[src/rtl/bounded_updown_counter.sv]
// ---------------------------------------------------------------------------
// bounded_updown_counter
//
// Up/down counter confined to [MIN, MAX] with a programmable step, selectable
// wrap or saturate behaviour at the bounds, synchronous clear and load, and
// registered boundary flags plus one-cycle overflow/underflow pulses.
// Intended for sample indices, buffer pointers and gain steps in the audio
// capture path. Every output is a register: a command sampled at edge N is
// visible on all outputs right after edge N.
//
// Ports:
//   clk        in   system clock, rising edge
//   rst        in   synchronous active-high reset
//   clear      in   synchronous return to RESET_VALUE
//   load       in   load load_value (clamped into [MIN, MAX])
//   load_value in   [WIDTH]       value to load
//   increment  in   add step
//   decrement  in   subtract step (both high together = hold)
//   step       in   [STEP_WIDTH]  step magnitude, legal 0..(MAX-MIN)
//   count      out  [WIDTH]       current count
//   at_max     out  count == MAX
//   at_min     out  count == MIN
//   overflow   out  pulse: an increment crossed MAX
//   underflow  out  pulse: a decrement crossed MIN
// ---------------------------------------------------------------------------
module bounded_updown_counter #(
    parameter int WIDTH       = 8,
    parameter int MIN         = 0,
    parameter int MAX         = 255,
    parameter int STEP_WIDTH  = 4,
    parameter int WRAP        = 1,
    parameter int RESET_VALUE = 0
) (
    input  logic                  clk,
    input  logic                  rst,
    input  logic                  clear,
    input  logic                  load,
    input  logic [WIDTH-1:0]      load_value,
    input  logic                  increment,
    input  logic                  decrement,
    input  logic [STEP_WIDTH-1:0] step,
    output logic [WIDTH-1:0]      count,
    output logic                  at_max,
    output logic                  at_min,
    output logic                  overflow,
    output logic                  underflow
);

    // One extra bit of headroom so no intermediate value silently wraps at
    // 2^WIDTH.
    localparam int XW = WIDTH + 1;

    localparam logic [XW-1:0]    MIN_X   = XW'(MIN);
    localparam logic [XW-1:0]    MAX_X   = XW'(MAX);
    localparam logic [WIDTH-1:0] MIN_W   = WIDTH'(MIN);
    localparam logic [WIDTH-1:0] MAX_W   = WIDTH'(MAX);
    localparam logic [WIDTH-1:0] RESET_W = WIDTH'(RESET_VALUE);

    logic [XW-1:0]    count_x;
    logic [XW-1:0]    step_x;
    logic [XW-1:0]    load_x;
    logic [XW-1:0]    up_room;    // distance from count up to MAX
    logic [XW-1:0]    down_room;  // distance from count down to MIN
    logic [WIDTH-1:0] next_count;
    logic             next_overflow;
    logic             next_underflow;

    // Since count never leaves [MIN, MAX], comparing the step against the
    // remaining room is equivalent to comparing count+step against MAX (or
    // count-step against MIN) without needing signed arithmetic. The excess
    // beyond the room is what carries over to the opposite bound on a wrap.
    always_comb begin
        // NOTE: every variable gets a default before any branch so this block
        // stays purely combinational and never infers a latch.
        count_x        = {1'b0, count};
        step_x         = XW'(step);
        load_x         = {1'b0, load_value};
        up_room        = MAX_X - count_x;
        down_room      = count_x - MIN_X;
        next_count     = count;
        next_overflow  = 1'b0;
        next_underflow = 1'b0;

        if (clear) begin
            next_count = RESET_W;
        end else if (load) begin
            if (load_x > MAX_X)      next_count = MAX_W;
            else if (load_x < MIN_X) next_count = MIN_W;
            else                     next_count = load_value;
        end else if (increment && !decrement) begin
            if (step_x > up_room) begin
                next_overflow = 1'b1;
                if (WRAP != 0) next_count = WIDTH'(MIN_X + (step_x - up_room - 1'b1));
                else           next_count = MAX_W;
            end else begin
                next_count = WIDTH'(count_x + step_x);
            end
        end else if (decrement && !increment) begin
            if (step_x > down_room) begin
                next_underflow = 1'b1;
                if (WRAP != 0) next_count = WIDTH'(MAX_X - (step_x - down_room - 1'b1));
                else           next_count = MIN_W;
            end else begin
                next_count = WIDTH'(count_x - step_x);
            end
        end
    end

    // Flags are derived from next_count so they change on the same edge as
    // count itself rather than one cycle behind it.
    always_ff @(posedge clk) begin
        // NOTE: sequential state uses non-blocking assignments so every
        // register samples pre-edge values regardless of statement order.
        if (rst) begin
            count     <= RESET_W;
            at_max    <= (RESET_W == MAX_W);
            at_min    <= (RESET_W == MIN_W);
            overflow  <= 1'b0;
            underflow <= 1'b0;
        end else begin
            count     <= next_count;
            at_max    <= (next_count == MAX_W);
            at_min    <= (next_count == MIN_W);
            overflow  <= next_overflow;
            underflow <= next_underflow;
        end
    end

    // A step wider than the range gives an unspecified result; flag it in
    // simulation whenever the step would actually be applied.
    step_in_range_a : assert property (
        @(posedge clk) disable iff (rst)
        (!clear && !load && (increment ^ decrement)) |-> (32'(step) <= (MAX - MIN))
    );

endmodule

[config.mk]
export PLATFORM = sky130hd
export DESIGN_NAME = bounded_updown_counter
export DESIGN_NICKNAME = d
export VERILOG_FILES = /design/src/rtl/bounded_updown_counter.sv
export SDC_FILE = /design/constraint.sdc
export NUM_CORES = 1
export LEC_CHECK = 0
export ABC_AREA = 1
export BUFFER_PORTS_ARGS = -buffer_cell sky130_fd_sc_hd__buf_2
export CORE_AREA = 4 4 50 61
export CTS_CLUSTER_SIZE = 24
export DETAILED_ROUTE_END_ITERATION = 8
export DIE_AREA = 0 0 54 65
export GPL_ROUTABILITY_DRIVEN = 0
export GPL_TIMING_DRIVEN = 0
export PLACE_DENSITY_LB_ADDON = 0.3
export RECOVER_POWER = 50
export SYNTH_ARGS = -nofsm -noshare
export SYNTH_HDL_FRONTEND = slang
export SYNTH_SLANG_ARGS = --single-unit
[constraint.sdc]
create_clock -name clk -period 1.8 [get_ports clk]
set_clock_uncertainty 0.05 [all_clocks]
set_input_delay 0.27 -clock clk [delete_from_list [all_inputs] [get_ports clk]]
set_output_delay 0.27 -clock clk [all_outputs]
set_load 0.01 [all_outputs]
* After elaboration in Yosys (flattened, before gate mapping) *
Index checks and enable logic that the tools add are counted.

storage, ports and cells
  register bits = 12
  output and inout bits = 12
  logic and storage cells = 33

cells by class
  add/subtract/negate cells = 8
  magnitude comparators = 2
  equal/unequal tests = 1
  multiplexer cells = 8
  bitwise logic cells = 2
  reductions and logical operators = 7

operator list
  cell                                               count
  two-way mux 8 bit                                  6
  subtractor 4 x 8 -> 8 bit                          2
  subtractor 8 x 1 -> 8 bit (second input constant)  2
  greater-than comparator 4 x 9 -> 1 bit             1
  subtractor 8 x 8 -> 9 bit (first input constant)   1
  adder 8 x 4 -> 8 bit                               1
  == test 8 bit (second input constant)              1
  greater-than comparator 4 x 8 -> 1 bit             1
  logical NOT 8 bit                                  1
  subtractor 8 x 4 -> 8 bit                          1
  subtractor 8 bit (first input constant)            1
  OR reduction 5 bit                                 1
  OR reduction 4 bit                                 1
  logical AND 1 bit                                  2
  logical NOT 1 bit                                  2
  two-way mux 1 bit                                  2
  inverter 1 bit                                     2

* Longest topological paths before layout *
Gate-level depths: netlist of run 1.

  depth in word-level cells = 9
  mapped depth = 16
  mapped depth without buffers = 16

* Least setup slack after synthesis of run 1 *
No wires, ideal clock.

  kind = register to register
  start point = register count[0]
  end point = register at_min
  arrival time = 1.705 ns
  data required time = 1.630 ns
  path slack = -0.074 ns
  stages on the path, launching flop included = 17
  clock period less this slack = 1.874 ns
  cells stage by stage = dfxtp_1 -> inv_1 -> ha_1 -> inv_1 -> fa_1 -> nand2_1 -> nand2_1 -> nand2_1 -> nand3_1 -> nand2_1 -> nand2_1 -> nand3_1 -> nand2_1 -> nand2_1 -> clkinv_1 -> nand3_1 -> o21bai_2

between the ends
  longest elaborated chain between the ends = 9
  elaborated cells on any way between the ends = 17

RTL lines
  what                       RTL line  text
  from (decl)                42        output logic [WIDTH-1:0] count,
  from (signal assigned)     121       count <= next_count;
  subtractor 4 x 8 -> 8 bit  101       if (WRAP != 0) next_count = WIDTH'(MAX_X - (step_x - down_room - 1'b1));
  subtractor 8 x 1 -> 8 bit  101
  subtractor 8 bit           101
  two-way mux 8 bit          99        if (step_x > down_room) begin
  two-way mux 8 bit          98        end else if (decrement && !increment) begin
  two-way mux 8 bit *        90        end else if (increment && !decrement) begin
  two-way mux 8 bit *        86        end else if (load) begin
  two-way mux 8 bit *        84        if (clear) begin
  logical NOT 8 bit *        123       at_min <= (next_count == MIN_W);
  to (signal assigned)       117       at_min <= (RESET_W == MIN_W);
  to (signal assigned)       123
  to (decl)                  44        output logic at_min,

Every way passes the cells marked *; elsewhere a longest branch is shown, timed or not.
A chain may end at the register's enable or synchronous reset.

* Worst setup path after layout of run 1 *
  start point = register count[0]
  end point = register at_max

between the ends
  longest elaborated chain between the ends = 9
  elaborated cells on any way between the ends = 17

RTL lines
  what                       RTL line  text
  subtractor 4 x 8 -> 8 bit  101
  subtractor 8 x 1 -> 8 bit  101
  subtractor 8 bit           101
  two-way mux 8 bit          99
  two-way mux 8 bit          98
  two-way mux 8 bit *        90
  two-way mux 8 bit *        86
  two-way mux 8 bit *        84
  == test 8 bit *            122       at_max <= (next_count == MAX_W);
  to (signal assigned)       116       at_max <= (RESET_W == MAX_W);
  to (signal assigned)       122
  to (decl)                  43        output logic at_max,

Marks and branches as above.

==> impl_metrics.env, run 1 <==
export IMPL_antennaDiodeCount=0
export IMPL_seqPwrFrac_pct=36.8
export IMPL_hp_class="in -> reg"
export IMPL_dieArea_um2=3510
export IMPL_crit_type="reg -> reg"
export IMPL_track_usage_pct=18.0
export IMPL_synthTopCellsByArea="dfxtp_1, nand2_1, nand3_1"
export IMPL_ys_seq_elements=12
export IMPL_postSynthAreaPerCell_um2=6.02
export IMPL_finalWirelength_mm=2.90
export IMPL_drtPass1Iterations=5
export IMPL_combPwrFrac_pct=34.4
export IMPL_final_layout_size_suffix_gt1_share_pct=31.1
export IMPL_syn_nets=213
export IMPL_max_freq_mhz=509
export IMPL_p_leak_nw=0.756
export IMPL_ys_types=24
export IMPL_vias=1219
export IMPL_critPathArrivalTime_ns=2.14
export IMPL_drt_iter0_markers=23
export IMPL_dp_cells=245
export IMPL_layout_setup_ws_ns=-0.163
export IMPL_die_width_um=54
export IMPL_overflow=0
export IMPL_grt_max_degree=11
export IMPL_violations="setup timing"
export IMPL_layout_area_seq_um2=243
export IMPL_cts_htree_levels=1
export IMPL_finalHoldViolCount=0
export IMPL_multi_input_area_um2=825
export IMPL_power_frac_clock_pct=28.8
export IMPL_netlist_area_leader_share_pct=21.7
export IMPL_numClockSinks=12
export IMPL_internal_power_w=0.000509
export IMPL_min_period_ns=1.96
export IMPL_p_sw_w=0.000281
export IMPL_area_growth_pct=29.6
export IMPL_worstPathRequired_ns=1.98
export IMPL_yosysTopAreaCell="dfxtp_1"
export IMPL_grt_antenna_before_repair=0
export IMPL_die_h_um=65
export IMPL_finalCritPeriodShare_pct=109
export IMPL_cts_hold_buf=0
export IMPL_cts_tree="done"
export IMPL_maxSlewHeadroom_pct=71.2
export IMPL_rsz0062_at_grt="yes"
export IMPL_clock_path_buffers=2
export IMPL_post_route_util_pct=58.0
export IMPL_clock_latency_ns=0.29
export IMPL_grt_pass1_vias=1126
export IMPL_p_per_area_nw_per_um2=550
export IMPL_io_pins=30
export IMPL_io_buffers=28
export IMPL_fillers=252
export IMPL_cts_root_buffer="clkbuf_4"
export IMPL_seq_area_frac_synth_pct=21.7
export IMPL_clk_pin_slew_worst_paths_ns=0.08
export IMPL_synth_area_um2=1110
export IMPL_status="finished, violations left"
export IMPL_hold_start="load"
export IMPL_rows=20
export IMPL_reg2reg_from="count[0]"
export IMPL_cp_end_kind="register"
export IMPL_grt_pass1_wl_mm=4.73
export IMPL_ant_nets=0
export IMPL_maxCapViolCount=0
export IMPL_slew_viol_final=0
export IMPL_netlist_instances=184
export IMPL_wl_per_cell_um=11.5
export IMPL_ys_warnings_count=0
export IMPL_setup_viol=2
export IMPL_cp_max_fo=3
export IMPL_peakVddDrop_mv=0.398
export IMPL_cp_start_kind="register"
export IMPL_startpoint="count[0]"
export IMPL_drc=0
export IMPL_numCtsBuffers=3
export IMPL_nets=249
export IMPL_fin_cells=252
export IMPL_initial_core_util_pct=44.7
export IMPL_p_sw_share_pct=35.6
export IMPL_hpwl_mm=2.24
export IMPL_coreArea_um2=2480
export IMPL_worst_pin_slew_ns=0.432
export IMPL_via_per_inst=4.84
-- power groups by stage --
stage	Sequential, W	Clock (W)	Combinational (W)
finish	0.000290	0.000228	0.000272
global route	0.000293	0.000239	0.000307
CTS	0.000289	0.000231	0.000250
detailed placement	0.000295	0	0.000236
global placement	0.000295	0	0.000232
floorplan	0.000299	0	0.000158
-- cells by family after synthesis --
| family | synth area share (%) |
|---|---|
| adders and majority gates | 13.8 |
| and+or+nand+nor | 47.1 |
| buffers and inverters | 12.2 |
| DFF | 21.7 |
| AOI/OAI and AO/OA | 5.31 |
-- flip-flops by register name, summed over array words and instances, names as in the netlist --
name / count
at_max: 1
overflow: 1
underflow: 1
count: 8
at_min: 1
-- worst max-delay path, cell delays in order, from the launching register on --
cell and delay (ns):
dfxtp_2 0.34, inv_2 0.07, ha_4 0.13, inv_4 0.04
fa_2 0.52, inv_1 0.04, nand2_1 0.05, nand3_1 0.08
nand2_1 0.07, nand2_2 0.06, nor2_1 0.11, nand2_2 0.08
nor2_2 0.09, nand3_1 0.08, nor2_1 0.10
-- synth_stat cells --
library cell	n
ha_1	9
inv_1	28
nand4_1	2
nand2_2	3
o21ai_0	4
a21oi_1	2
dfxtp_1	12
and2_4	1
clkbuf_1	2
nor2_1	21
o21ai_2	1
nor2_4	1
clkinv_1	1
nor2_2	2
nor4_1	2
inv_2	5
o21bai_2	1
a21oi_2	1
fa_1	2
or2_0	1
nor3_1	1
nand2_1	52
nand3_1	26
nand3b_1	4
-- area by class of cell --
type | count | area share (%)
Multi-Input combinational cell | 136 | 57.4
Inverter | 34 | 9.06
Clock buffer | 4 | 2.53
Tap cell | 33 | 2.87
Buffer | 2 | 0.523
Timing Repair Buffer | 31 | 10.7
Sequential cell | 12 | 16.9
-- path summary, 6_finish.rpt --
kind	to	slack, ns	cells after the start
max	at_max	-0.16	14
min	underflow	0.11	2
max reg2reg	at_max	-0.16	14
min reg2reg	underflow	0.56	3
-- stage by stage --
step                      power (W)  setup TNS, ns  setup slack (ns)  cell area (um2)  hold slack [ns]
after floorplan            0.000457        -0.0258           -0.0228             1110            0.297
after global placement     0.000527         -0.624            -0.240             1290            0.426
after detailed placement   0.000530         -0.622            -0.242             1290            0.426
after CTS                  0.000771         -0.230            -0.127             1380            0.113
after global routing       0.000839         -0.746            -0.314             1440            0.118
final                      0.000790         -0.301            -0.163             1440            0.114
-- routing by layer --
| layer | vias up | GRT usage, % | part of all wire (%) |
|---|---|---|---|
| li1 | 642 | - | - |
| met1 | 547 | 20.0 | 39 |
| met2 | 25 | 33.0 | 54 |
| met3 | 5 | 2.76 | 5.1 |
| met4 | 0 | 6.54 | 1.8 |
| met5 | - | 0 | 0 |
-- layout by cell type (no fill, tap or decap), drive strengths merged, types with 3 or more instances in the layout --
cell type / n
nand2: 55
inv: 33
nand3: 26
buf: 24
nor2: 24
clkbuf: 13
dfxtp: 12
ha: 9
o21ai: 5
nand3b: 4
a21oi: 3
-- repair_timing --
item	CTS	global route
setup endpoints to repair	4	7
gates cloned	0	0
gates resized for setup	13	15
pin swaps	1	6
setup buffers	1	2
(Power assumes the default switching activity.)
==> run 2, diff against run 1 <==
- GPL_TIMING_DRIVEN: 0 -> 1
==> run 2 against run 1 <==
  * The flow still finishes with violations (setup timing)
  * Critical path depth stayed put
  * Power is 2.5% higher
  * Cell area is 5.2% higher
  * First-iteration DRC count is 22% higher
  * Sequential share of layout area is 0.84 points lower
  * Sequential power hardly changed
  * Core utilization is 3.0 points higher
  * Die area stayed put
  * Fmax is 1.8% higher
  * Non-clock buffer count is 12 higher
  * Wire length is 3.4% higher
  * Worst setup slack better by 0.036 ns
  * Critical endpoint unchanged
  * Highest routed layer unchanged
==> impl_metrics.env, run 2 (synthesis gave the netlist of run 1 again) <==
export IMPL_drtPass1Iterations=4
export IMPL_clk_pin_slew_worst_paths_ns=0.07
export IMPL_grt_pass1_vias=1225
export IMPL_cts_hold_buf=0
export IMPL_violations="setup timing"
export IMPL_finalWirelength_mm=3.00
export IMPL_worstPathRequired_ns=1.97
export IMPL_layout_area_seq_um2=243
export IMPL_hpwl_mm=2.45
export IMPL_drc=0
export IMPL_holdWs_ns=0.124
export IMPL_layout_setup_ws_ns=-0.127
export IMPL_clock_path_buffers=2
export IMPL_fin_cells=264
export IMPL_overflow=0
export IMPL_grtUsageMet2_pct=35.2
export IMPL_p_per_area_nw_per_um2=535
export IMPL_grt_antenna_before_repair=0
export IMPL_numClockSinks=12
export IMPL_clock_latency_ns=0.28
export IMPL_multi_input_area_um2=813
export IMPL_cp_start_kind="register"
export IMPL_power_total_w=0.000809
export IMPL_layout_common_cells="nand2_1, inv_1, nand3_1, buf_2, nor2_1"
export IMPL_grt_pass1_wl_mm=4.91
export IMPL_busiest_layer="met2"
export IMPL_ant_nets=0
export IMPL_die_h_um=65
export IMPL_cts_post_setup_buffers_inserted=0
export IMPL_area_growth_pct=36.3
export IMPL_hp_class="in -> reg"
export IMPL_via_per_inst=4.72
export IMPL_cts_htree_levels=1
export IMPL_fillers=248
export IMPL_largest_reg_flops=8
export IMPL_io_buffers=29
export IMPL_maxSlewHeadroom_pct=81.3
export IMPL_finalHoldViolCount=0
export IMPL_wl_per_cell_um=11.4
export IMPL_maxCapViolCount=0
export IMPL_min_period_ns=1.93
export IMPL_grt_use_met1_pct=19.1
export IMPL_rsz0062_at_grt="yes"
export IMPL_cts_tree="done"
export IMPL_cp_max_fo=3
export IMPL_numCtsBuffers=3
export IMPL_dp_cells=260
export IMPL_die_width_um=54
export IMPL_post_route_util_pct=61.0
export IMPL_grt_max_degree=11
export IMPL_use_met3_pct=2.53
export IMPL_final_layout_size_suffix_gt1_share_pct=34.2
export IMPL_layout_commonest_cell="nand2_1"
export IMPL_setup_viol=2
export IMPL_drt_iter0_markers=28
export IMPL_setup_tns_ns=-0.203
export IMPL_finalCritPeriodShare_pct=107
export IMPL_status="finished, violations left"
export IMPL_peakVddDrop_mv=0.413
export IMPL_antennaDiodeCount=0
export IMPL_crit_type="reg -> reg"
export IMPL_largest_register="count"
export IMPL_p_leak_nw=0.813
export IMPL_vias=1246
export IMPL_cts_root_buffer="clkbuf_4"
export IMPL_slew_viol_final=0
export IMPL_critPathArrivalTime_ns=2.10
export IMPL_rows=20
export IMPL_cp_end_kind="register"
export IMPL_worst_pin_slew_ns=0.278
export IMPL_max_freq_mhz=519
export IMPL_nets=261
export IMPL_coreArea_um2=2480
export IMPL_io_pins=30
export IMPL_initial_core_util_pct=44.7
export IMPL_dieArea_um2=3510
export IMPL_track_usage_pct=18.8
-- run 2: critical path, stage by stage (launching register included) --
cell	delay (ns)
dfxtp_2	0.34
inv_2	0.07
ha_4	0.12
inv_2	0.04
fa_2	0.34
nand2_2	0.08
nand2_1	0.06
nand2_1	0.07
nand3_2	0.09
a21oi_2	0.16
and2_4	0.15
nand2_1	0.05
nor2_1	0.08
nand3_1	0.09
nor2_1	0.09
-- run 2: what timing repair did --
action | CTS | global route
cloned | 0 | 0
pin swaps | 3 | 3
endpoints found under the setup margin | 4 | 7
resized for setup | 12 | 13
hold endpoints to repair | 0 | 0
-- run 2: stage by stage --
step,cell area [um2],worst slack [ns]
after floorplan,1110,-0.0228
after global placement,1410,-0.266
after detailed placement,1410,-0.289
after CTS,1480,-0.110
after global routing,1510,-0.257
final,1510,-0.127
-- run 2: final timing paths --
kind / start / end / slack, ns / cells after the start
max: count[0] / at_max / -0.13 / 14
min: load / underflow / 0.12 / 2
max reg2reg: count[0] / at_max / -0.13 / 14
min reg2reg: count[7] / underflow / 0.56 / 3
-- run 2: layout make-up --
class                   count  area share [%]
clock buffers               4            2.40
multi-input cells         136            53.8
repair buffers             45            16.5
inverters                  34            8.53
well taps                  33            2.73
flip-flops and latches     12            16.1
-- run 2: per-layer routing --
metal	routed length [um]	vias to the layer above
met1	1190	549
li1	-	663
met2	1570	27
met3	142	7
met4	99	0
met5	0	-
-- run 2: where the power goes --
part           total (W)  internal [W]  switching [W]
Sequential      0.000290      0.000278      0.0000119
Combinational   0.000298      0.000127       0.000171
Clock           0.000221      0.000123      0.0000982
Total           0.000809      0.000528       0.000281
